## config.mk

```make
export PLATFORM = sky130hd
export DESIGN_NAME = sd_sector_reader_flat
export DESIGN_NICKNAME = d
export VERILOG_FILES = /design/src/rtl/sd_sector_reader_if.sv /design/src/rtl/sd_sector_reader.sv /design/src/flat_wrapper.sv
export SDC_FILE = /design/constraint.sdc
export NUM_CORES = 1
export LEC_CHECK = 0
export BUFFER_PORTS_ARGS = -buffer_cell sky130_fd_sc_hd__buf_2
export CAP_MARGIN = 25
export CORE_ASPECT_RATIO = 1.2
export CORE_UTILIZATION = 25
export CTS_CLUSTER_SIZE = 40
export DETAILED_ROUTE_END_ITERATION = 12
export GPL_ROUTABILITY_DRIVEN = 0
export PLACE_DENSITY = 0.48
export SLEW_MARGIN = 20
export SYNTH_ARGS = -nofsm -noshare
export SYNTH_HDL_FRONTEND = slang
export SYNTH_SLANG_ARGS = --single-unit
```

## constraint.sdc

```tcl
create_clock -name clk -period 4.8 [get_ports clk]
set_clock_uncertainty 0.05 [all_clocks]
set_input_delay 0.72 -clock clk [delete_from_list [all_inputs] [get_ports clk]]
set_output_delay 0.72 -clock clk [all_outputs]
set_load 0.02 [all_outputs]
```

## src/rtl/sd_sector_reader_if.sv

```systemverilog
// Avalon-MM master bus toward the Altera UP SD card slave, plus the byte stream
// toward the consumer. Both sides of the block are bundled here.
interface sd_sector_reader_if;
  logic [7:0]  avm_address;
  logic        avm_chipselect;
  logic        avm_read;
  logic        avm_write;
  logic [3:0]  avm_byteenable;
  logic [31:0] avm_writedata;
  logic [31:0] avm_readdata;
  logic        avm_waitrequest;
  // Stream: a byte moves on every cycle with out_valid & out_ready; once out_valid
  // rises it stays high with out_data frozen until that cycle, and valid never
  // depends combinationally on ready.
  logic [7:0]  out_data;
  logic        out_valid;
  logic        out_ready;

  modport master (
    output avm_address, avm_chipselect, avm_read, avm_write, avm_byteenable, avm_writedata,
    input  avm_readdata, avm_waitrequest,
    output out_data, out_valid,
    input  out_ready
  );

  modport slave (
    input  avm_address, avm_chipselect, avm_read, avm_write, avm_byteenable, avm_writedata,
    output avm_readdata, avm_waitrequest,
    input  out_data, out_valid,
    output out_ready
  );
endinterface

```

## src/rtl/sd_sector_reader.sv

```systemverilog
// Reads one 512-byte sector from the Altera UP SD card IP over Avalon-MM and
// streams it out byte by byte, little-endian within each 32-bit buffer word.
module sd_sector_reader #(
  parameter logic [7:0]  ASR_ADDR       = 8'h8D,
  parameter logic [7:0]  CMD_ARG_ADDR   = 8'h8B,
  parameter logic [7:0]  CMD_ADDR       = 8'h8C,
  parameter logic [31:0] READ_BLOCK_CMD = 32'd17,
  parameter logic [23:0] POLL_TIMEOUT   = 24'd5_000_000
) (
  input  logic        clk,
  input  logic        reset,
  input  logic        start,
  input  logic [31:0] sector,
  output logic        busy,
  output logic        done,
  output logic        error,
  output logic [1:0]  error_code,
  output logic [2:0]  dbg_state,
  sd_sector_reader_if.master bus
);

  typedef enum logic [2:0] {
    IDLE      = 3'd0,
    WAIT_CARD = 3'd1,
    WR_ARG    = 3'd2,
    WR_CMD    = 3'd3,
    POLL_BUSY = 3'd4,
    RD_WORD   = 3'd5,
    EMIT      = 3'd6,
    FINISH    = 3'd7
  } state_t;

  state_t      state, state_next;
  logic [22:0] sector_q;
  logic [31:0] hold_q;
  logic [31:0] writedata_q;
  logic [7:0]  address_q;
  logic        read_q, write_q;
  logic [23:0] timer_q;
  logic [6:0]  index_q;
  logic [1:0]  byte_q;
  logic        error_q;
  logic [1:0]  code_q;

  logic        rd_done, wr_done, timed_out, handshake;
  logic        fin_err;
  logic [1:0]  fin_code;
  logic        req_read, req_write;
  logic [7:0]  req_addr;
  logic [31:0] req_data;
  logic        unused;

  assign unused    = ^sector[31:23];
  assign rd_done   = read_q & ~bus.avm_waitrequest;
  assign wr_done   = write_q & ~bus.avm_waitrequest;
  assign timed_out = (timer_q == POLL_TIMEOUT);
  assign handshake = (state == EMIT) & bus.out_ready;

  always_ff @(posedge clk or posedge reset) begin
    if (reset) state <= IDLE;
    else       state <= state_next;
  end

  always_comb begin
    state_next = state;
    fin_err    = 1'b0;
    fin_code   = 2'b00;
    case (state)
      IDLE:      if (start) state_next = WAIT_CARD;
      WAIT_CARD: begin
        if (rd_done && bus.avm_readdata[1]) state_next = WR_ARG;
        else if (timed_out) begin
          state_next = FINISH;
          fin_err    = 1'b1;
          fin_code   = 2'b01;
        end
      end
      WR_ARG:    if (wr_done) state_next = WR_CMD;
      WR_CMD:    if (wr_done) state_next = POLL_BUSY;
      POLL_BUSY: begin
        if (rd_done && !bus.avm_readdata[2]) begin
          if (bus.avm_readdata[4] || bus.avm_readdata[5]) begin
            state_next = FINISH;
            fin_err    = 1'b1;
            fin_code   = 2'b11;
          end else begin
            state_next = RD_WORD;
          end
        end else if (timed_out) begin
          state_next = FINISH;
          fin_err    = 1'b1;
          fin_code   = 2'b10;
        end
      end
      RD_WORD:   if (rd_done) state_next = EMIT;
      EMIT:      if (handshake && byte_q == 2'd3)
                   state_next = (index_q == 7'd127) ? FINISH : RD_WORD;
      FINISH:    state_next = IDLE;
      default:   state_next = IDLE;
    endcase
  end

  // Transfer each state wants to issue; only launched while no strobe is up.
  always_comb begin
    req_read  = 1'b0;
    req_write = 1'b0;
    req_addr  = ASR_ADDR;
    req_data  = 32'd0;
    case (state)
      WAIT_CARD, POLL_BUSY: req_read = 1'b1;
      WR_ARG: begin
        req_write = 1'b1;
        req_addr  = CMD_ARG_ADDR;
        req_data  = {sector_q, 9'd0};
      end
      WR_CMD: begin
        req_write = 1'b1;
        req_addr  = CMD_ADDR;
        req_data  = READ_BLOCK_CMD;
      end
      RD_WORD: begin
        req_read = 1'b1;
        req_addr = {1'b0, index_q};
      end
      default: ;
    endcase
  end

  always_ff @(posedge clk or posedge reset) begin
    if (reset) begin
      read_q      <= 1'b0;
      write_q     <= 1'b0;
      address_q   <= 8'd0;
      writedata_q <= 32'd0;
    end else if (rd_done || wr_done || state_next != state) begin
      // Drop on completion (forces an idle gap) or when a timeout abandons the state.
      read_q  <= 1'b0;
      write_q <= 1'b0;
    end else if (!read_q && !write_q && (req_read || req_write)) begin
      read_q      <= req_read;
      write_q     <= req_write;
      address_q   <= req_addr;
      writedata_q <= req_data;
    end
  end

  always_ff @(posedge clk or posedge reset) begin
    if (reset) begin
      sector_q <= 23'd0;
      hold_q   <= 32'd0;
      timer_q  <= 24'd0;
      index_q  <= 7'd0;
      byte_q   <= 2'd0;
      error_q  <= 1'b0;
      code_q   <= 2'b00;
    end else begin
      if (state == IDLE && start) begin
        sector_q <= sector[22:0];
        error_q  <= 1'b0;
        code_q   <= 2'b00;
      end
      if ((state == IDLE && start) || (state == WR_CMD && wr_done))
        timer_q <= 24'd0;
      else if ((state == WAIT_CARD || state == POLL_BUSY) && !timed_out)
        timer_q <= timer_q + 24'd1;
      if (state == POLL_BUSY && state_next == RD_WORD)
        index_q <= 7'd0;
      if (state == RD_WORD && rd_done) begin
        hold_q <= bus.avm_readdata;
        byte_q <= 2'd0;
      end
      if (handshake) begin
        byte_q <= byte_q + 2'd1;
        if (byte_q == 2'd3 && index_q != 7'd127)
          index_q <= index_q + 7'd1;
      end
      if (state_next == FINISH && state != FINISH) begin
        error_q <= fin_err;
        code_q  <= fin_code;
      end
    end
  end

  always_comb begin
    bus.out_data = hold_q[7:0];
    case (byte_q)
      2'd1:    bus.out_data = hold_q[15:8];
      2'd2:    bus.out_data = hold_q[23:16];
      2'd3:    bus.out_data = hold_q[31:24];
      default: bus.out_data = hold_q[7:0];
    endcase
  end

  assign bus.out_valid      = (state == EMIT);
  assign bus.avm_address    = address_q;
  assign bus.avm_writedata  = writedata_q;
  assign bus.avm_read       = read_q;
  assign bus.avm_write      = write_q;
  assign bus.avm_chipselect = read_q | write_q;
  assign bus.avm_byteenable = 4'b1111;

  assign busy       = (state != IDLE) && (state != FINISH);
  assign done       = (state == FINISH);
  assign error      = error_q;
  assign error_code = code_q;
  assign dbg_state  = state;

endmodule

```

## src/flat_wrapper.sv

```systemverilog
// flat-port wrapper written by rule: the top's interface ports become plain ports
module sd_sector_reader_flat 
#(
  parameter logic [7:0]  ASR_ADDR       = 8'h8D,
  parameter logic [7:0]  CMD_ARG_ADDR   = 8'h8B,
  parameter logic [7:0]  CMD_ADDR       = 8'h8C,
  parameter logic [31:0] READ_BLOCK_CMD = 32'd17,
  parameter logic [23:0] POLL_TIMEOUT   = 24'd5_000_000
)
  (clk, reset, start, sector, busy, done, error, error_code, dbg_state, bus_avm_address, bus_avm_chipselect, bus_avm_read, bus_avm_write, bus_avm_byteenable, bus_avm_writedata, bus_avm_readdata, bus_avm_waitrequest, bus_out_data, bus_out_valid, bus_out_ready);
  sd_sector_reader_if bus_i ();
  input  logic clk;
  input  logic reset;
  input  logic start;
  input  logic [31:0] sector;
  output logic busy;
  output logic done;
  output logic error;
  output logic [1:0] error_code;
  output logic [2:0] dbg_state;
  output wire logic [$bits(bus_i.avm_address)-1:0] bus_avm_address;
  output wire logic [$bits(bus_i.avm_chipselect)-1:0] bus_avm_chipselect;
  output wire logic [$bits(bus_i.avm_read)-1:0] bus_avm_read;
  output wire logic [$bits(bus_i.avm_write)-1:0] bus_avm_write;
  output wire logic [$bits(bus_i.avm_byteenable)-1:0] bus_avm_byteenable;
  output wire logic [$bits(bus_i.avm_writedata)-1:0] bus_avm_writedata;
  input wire logic [$bits(bus_i.avm_readdata)-1:0] bus_avm_readdata;
  input wire logic [$bits(bus_i.avm_waitrequest)-1:0] bus_avm_waitrequest;
  output wire logic [$bits(bus_i.out_data)-1:0] bus_out_data;
  output wire logic [$bits(bus_i.out_valid)-1:0] bus_out_valid;
  input wire logic [$bits(bus_i.out_ready)-1:0] bus_out_ready;
  assign bus_avm_address = bus_i.avm_address;
  assign bus_avm_chipselect = bus_i.avm_chipselect;
  assign bus_avm_read = bus_i.avm_read;
  assign bus_avm_write = bus_i.avm_write;
  assign bus_avm_byteenable = bus_i.avm_byteenable;
  assign bus_avm_writedata = bus_i.avm_writedata;
  assign bus_i.avm_readdata = bus_avm_readdata;
  assign bus_i.avm_waitrequest = bus_avm_waitrequest;
  assign bus_out_data = bus_i.out_data;
  assign bus_out_valid = bus_i.out_valid;
  assign bus_i.out_ready = bus_out_ready;
  sd_sector_reader #(.ASR_ADDR(ASR_ADDR), .CMD_ARG_ADDR(CMD_ARG_ADDR), .CMD_ADDR(CMD_ADDR), .READ_BLOCK_CMD(READ_BLOCK_CMD), .POLL_TIMEOUT(POLL_TIMEOUT)) u_core (.clk(clk), .reset(reset), .start(start), .sector(sector), .busy(busy), .done(done), .error(error), .error_code(error_code), .dbg_state(dbg_state), .bus(bus_i));
endmodule
```

==> results of run 1 <==
cells by family after synthesis:
group           after synthesis  share of synthesized area, %
compound gates               98                          10.4
xor+xnor                     22                          3.17
fa+ha+maj                     7                          1.44
buf+inv                      60                          4.88
flops                       128                          52.7
mux                          34                          6.11
other cells                   2                         0.123
simple gates                282                          21.2
layer usage:
metal | up-vias | GRT usage (%) | routed length [um]
li1 | 2335 | - | -
met1 | 2279 | 17.5 | 7180
met2 | 81 | 21.3 | 7650
met3 | 11 | 3.43 | 529
met4 | 0 | 4.39 | 180
met5 | - | 0 | 0
flip-flops by register name (all words and copies together), names as in the netlist:
name                      flops
u_core.hold_q                32
u_core.bus.avm_write          1
u_core.timer_q               24
u_core.byte_q                 2
u_core.error                  1
u_core.bus.avm_read           1
u_core.index_q                7
u_core.sector_q              23
u_core.bus.avm_writedata     24
u_core.error_code             2
u_core.bus.avm_address        8
u_core.dbg_state              3
synth_stat cells, types with 5 or more instances:
| cell | number |
|---|---|
| mux2i_1 | 9 |
| and3_1 | 7 |
| clkbuf_1 | 16 |
| nor2_1 | 46 |
| nand3_1 | 11 |
| nand2b_1 | 5 |
| nor3_1 | 5 |
| nand4_1 | 12 |
| mux2_2 | 25 |
| xor2_1 | 17 |
| o21ai_0 | 53 |
| a21oi_1 | 13 |
| ha_1 | 7 |
| buf_4 | 13 |
| a222oi_1 | 8 |
| inv_1 | 18 |
| dfrtp_1 | 128 |
| nand2_1 | 162 |
| buf_2 | 9 |
| xnor2_1 | 5 |
power groups by stage:
stage	clock, mW	combinational [mW]	sequential, mW
after floorplan	0	1.07	1.72
after global placement	0	1.66	1.64
after detailed placement	0	1.68	1.65
after CTS	1.29	1.69	1.63
after global routing	1.33	1.86	1.68
final	1.25	1.66	1.63
worst paths after layout:
path | startpoint | cells past startpoint | endpoint
setup / recovery | u_core.dbg_state[0] | 5 | u_core.bus.avm_writedata[19]
hold / removal | reset | 2 | u_core.hold_q[24]
setup reg to reg | u_core.dbg_state[0] | 5 | u_core.bus.avm_writedata[19]
hold reg to reg | u_core.bus.avm_writedata[10] | 2 | u_core.bus.avm_writedata[10]
max in group asynchronous | reset | 3 | u_core.bus.avm_address[0]
min in group clk | u_core.bus.avm_writedata[10] | 2 | u_core.bus.avm_writedata[10]
worst max-delay path, stage by stage (launching register included):
cell,delay (ns)
dfrtp_1,0.73
xor2_1,0.44
o311ai_4,0.26
o21ai_4,0.62
buf_4,0.42
o21ai_0,0.16
cell type report:
type                    count  area (um2)  area share [%]
clock buffers              20         467            6.19
repair buffers            118         646            8.57
multi-input cells         454        2630            34.9
clock inverters            12         109            1.44
inverters                  19        77.6            1.03
well taps                 320         400            5.31
flip-flops and latches    128        3200            42.5
==> metrics.txt, run 1 <==
outcome finished clean; fill count 2561; Fin. Hold Viols 0; total power 4.53 mW; DRC violations left 0; dpl cells 1037; clk sinks 128; Seq pwr share 35.9%; Post-Route WL 15500 um; setup TNS 0 ns; Root Buffer clkbuf_16; Final nets 814; total CTS buffers 17; Slew HR 36.2%; CTS tree yes; worst hold path class primary input to asynchronous set/reset pin; Worst R2R Setup Slack 1.96 ns; final antenna-violating net count 0; cell count after synthesis 633; Layout Utilization 31.5%; Setup Viol. Count Final 0; Total GRT Usage 13.4%; num ports 133; ant diodes 0; Core Rows 62; Post-CTS Hold Buffers 0; Die Area 25000 um2; Yosys top cell area share 52.7%; Sw Share 39.9%; Worst Setup Slack, final 1.96 ns; Routed wire per std cell 14.5 um; Placeable Area 23900 um2; commonest non-fill, non-tap cell in the layout nand2_1; Critical Path RT 5.03 ns; max_cap viols 0; Initial Util 25.5%; Synth warnings 0; CP startpoint kind flip-flop; PwrDens 602 nW/um2; Setup CP Type flip-flop to flip-flop; hpwl dp 10500 um; placed cell area 6910 um2; first-pass GRT wire length 25500 um; dpl ws 1.66 ns; CP arrival 3.07 ns; Via Count 4706; Async SR Flop Fraction 100%; Seq/Total Area, Yosys 52.7%; Pre-antenna DRT Iters 4; most frequent cells in the layout nand2_1, dfrtp_1, buf_2, o21ai_0, nor2_1; worst slew pin tran 0.956 ns; # port buffers 112; largest net degree at the start of global routing 100; layout cells sized above 1 25.2%; Avg Inst Size Synth 9.61 um2; logic gate share of total power 36.6%; minimum clock period 2.84 ns; # Post-CTS Setup Buffers 0; Die H 173 um; Clock transition at path regs 0.06 ns; P_sw 1.81 mW; clock power share 27.6%; dominant synthesized flop cell dfrtp_1; final global-route overflow total 0; Syn Std Cell Area 6080 um2; Horiz. Die Dim 144 um; Synth cell types 61; # resized after CTS 0; crit path capture type flip-flop; worst-path fanout max 35; fmax 352 MHz; Slew Limit Fails 0; post-route cell area 7540 um2; Detailed Route Iter0 Violations 204; Seq cells post-synth 128; H-tree depth 4; Vias per Instance 4.39; Fin Hold WS 0.291 ns; Syn-to-layout area delta 23.9%; Lkg Pwr 3.65 nW; Final period util 59.2%; RSZ-0062 raised after global routing false; Cell Count, Final, Fillers Out 1071; initial antenna violation count 0; maximum vdd ir drop 0.248 mV; clk buf depth 2; Worst-Skew Late Latency 0.42 ns; post-synth top area cell dfrtp_1; Pint 2.72 mW; number of global-route vias before repair 4711; synth top area cells dfrtp_1, nand2_1, mux2_2; Post-synth EDFFs 0
(Power assumes the default switching activity.)
==> inputs of run 2 (changes only) <==
Settings changed: PLACE_DENSITY 0.48 to 0.49.
Clock period 4.8 ns to 2.6 ns, I/O delays scaled along.
==> metrics.txt, run 2 (synthesis results as in run 1) <==
WL met3 623 um (was 529 um); Clock transition at path regs 0.06 ns (about the same); CP max-delay cell dfrtp_1 (unchanged); clk sinks 128 (unchanged); Slew Limit Fails 0 (unchanged); Horiz. Die Dim 144 um (unchanged); CP arrival 2.74 ns (was 3.07 ns); Fin. Hold Viols 0 (unchanged); Lkg Pwr 3.72 nW (was 3.65 nW); max layer used met4 (unchanged); Final nets 833 (was 814); placed cell area 7110 um2 (was 6910 um2); Post-Route WL 15500 um (about the same); PwrDens 1120 nW/um2 (was 602 nW/um2); Detailed Route Iter0 Violations 278 (was 204); met2 wire length 7670 um (was 7650 um); setup TNS 0 ns (unchanged); Largest Register u_core.hold_q (unchanged); first-pass GRT wire length 25600 um (was 25500 um); most frequent cells in the layout nand2_1, dfrtp_1, buf_2, o21ai_0, nor2_1 (unchanged); H-tree depth 4 (unchanged); Worst Setup Slack, final 0.106 ns (was 1.96 ns); max_cap viols 0 (unchanged); Via Count 4806 (was 4706); ant diodes 0 (unchanged); Core Rows 62 (unchanged); Setup CP Type flip-flop to flip-flop (unchanged); worst hold path class primary input to asynchronous set/reset pin (unchanged); CTS tree yes (unchanged); worst slew pin tran 0.756 ns (was 0.956 ns); WL met1 7100 um (was 7180 um); maximum vdd ir drop 0.450 mV (was 0.248 mV); hpwl dp 10700 um (was 10500 um); Slowest Stage Delay on Critical Path 0.42 ns (was 0.73 ns); # Post-CTS Setup Buffers 0 (unchanged); fmax 401 MHz (was 352 MHz); Die Area 25000 um2 (unchanged); Vias per Instance 4.41 (was 4.39); Placeable Area 23900 um2 (unchanged); # resized after CTS 0 (unchanged); final global-route overflow total 0 (unchanged); crit path capture type flip-flop (unchanged); Total GRT Usage 13.3% (was 13.4%); Initial Util 25.5% (unchanged); minimum clock period 2.49 ns (was 2.84 ns); Setup Viol. Count Final 0 (unchanged); # port buffers 112 (unchanged); dpl ws 0.178 ns (was 1.66 ns); worst-path fanout max 6 (was 35); Cell Count, Final, Fillers Out 1089 (was 1071); Syn-to-layout area delta 26.0% (was 23.9%); Routed wire per std cell 14.3 um (was 14.5 um); CP bufs+invs 0 (was 1); Root Buffer clkbuf_16 (unchanged); total CTS buffers 17 (unchanged); commonest non-fill, non-tap cell in the layout nand2_1 (unchanged); max reg flops 32 (unchanged); Die H 173 um (unchanged); CP startpoint kind flip-flop (unchanged); layout cells sized above 1 26.9% (was 25.2%); num ports 133 (unchanged); post-route cell area 7660 um2 (was 7540 um2); delay-heaviest family, CP simple AND/OR/NAND/NOR gates (was compound AO/OA/AOI/OAI gates); dpl cells 1058 (was 1037); Final period util 95.9% (was 59.2%); Pre-antenna DRT Iters 6 (was 4); DRC violations left 0 (unchanged); largest net degree at the start of global routing 129 (was 100); initial antenna violation count 0 (unchanged); clk buf depth 2 (unchanged); Critical Path RT 2.85 ns (was 5.03 ns); Worst-Skew Late Latency 0.41 ns (was 0.42 ns); worst path cell trace nor4b_1 -> and4_2 -> a21oi_1 -> o31a_1 -> or3_1 -> a31o_1 (was xor2_1 -> o311ai_4 -> o21ai_4 -> buf_4 -> o21ai_0); outcome finished clean (unchanged); final antenna-violating net count 0 (unchanged); Post-CTS Hold Buffers 0 (unchanged); Slew HR 49.6% (was 36.2%); RSZ-0062 raised after global routing false (unchanged); number of global-route vias before repair 4768 (was 4711); total power 8.56 mW (was 4.53 mW)
run 2: changes by cell type in the layout (fill, tap and decap cells not counted), sizes merged:
cell / delta
clkbuf: -2
clkinv: -1
clkinvlp: +3
inv: -1
buf: +19
run 2: final timing paths:
| check | start | end | slack, ns | cells past startpoint |
|---|---|---|---|---|
| max | u_core.timer_q[20] | u_core.index_q[5] | 0.11 | 6 |
| min reg2reg | u_core.bus.avm_writedata[27] | u_core.bus.avm_writedata[27] | 0.42 | 2 |
| max reg2reg | u_core.timer_q[20] | u_core.index_q[5] | 0.11 | 6 |
| max in group asynchronous | reset | u_core.bus.avm_address[7] | 1.81 | 3 |
| min in group clk | sector[11] | u_core.sector_q[11] | 0.11 | 3 |
| min | reset | u_core.hold_q[7] | 0.06 | 3 |
run 2: where the power goes:
part,internal [mW],switching [mW]
clock network,1.33,0.925
registers,2.59,0.340
logic,1.25,2.12
total,5.17,3.39
run 2: cell type report:
cell class | count | area (um2)
fillers | 2549 | 16200
flip-flops and latches | 128 | 3200
multi-input cells | 454 | 2630
repair buffers | 137 | 798
clock buffers | 18 | 439
well taps | 320 | 400
clock inverters | 13 | 115
inverters | 19 | 76.3
run 2: layer usage:
layer | track usage (%) | vias up
li1 | - | 2380
met1 | 17.3 | 2325
met2 | 21.1 | 93
met3 | 3.27 | 8
met4 | 5.04 | 0
met5 | 0 | -
run 2: worst min-delay path, stage by stage:
cell and delay (ns):
buf_2 0.11, clkinvlp_4 0.07, buf_12 0.45
run 2: metrics by stage:
step           util (%)  hold WS (ns)
2_1_floorplan         -         0.396
3_3_place_gp       29.8         0.407
3_5_place_dp       29.8         0.412
4_1_cts            32.1        0.0892
5_1_grt            32.1        0.0950
6_report           32.1        0.0650
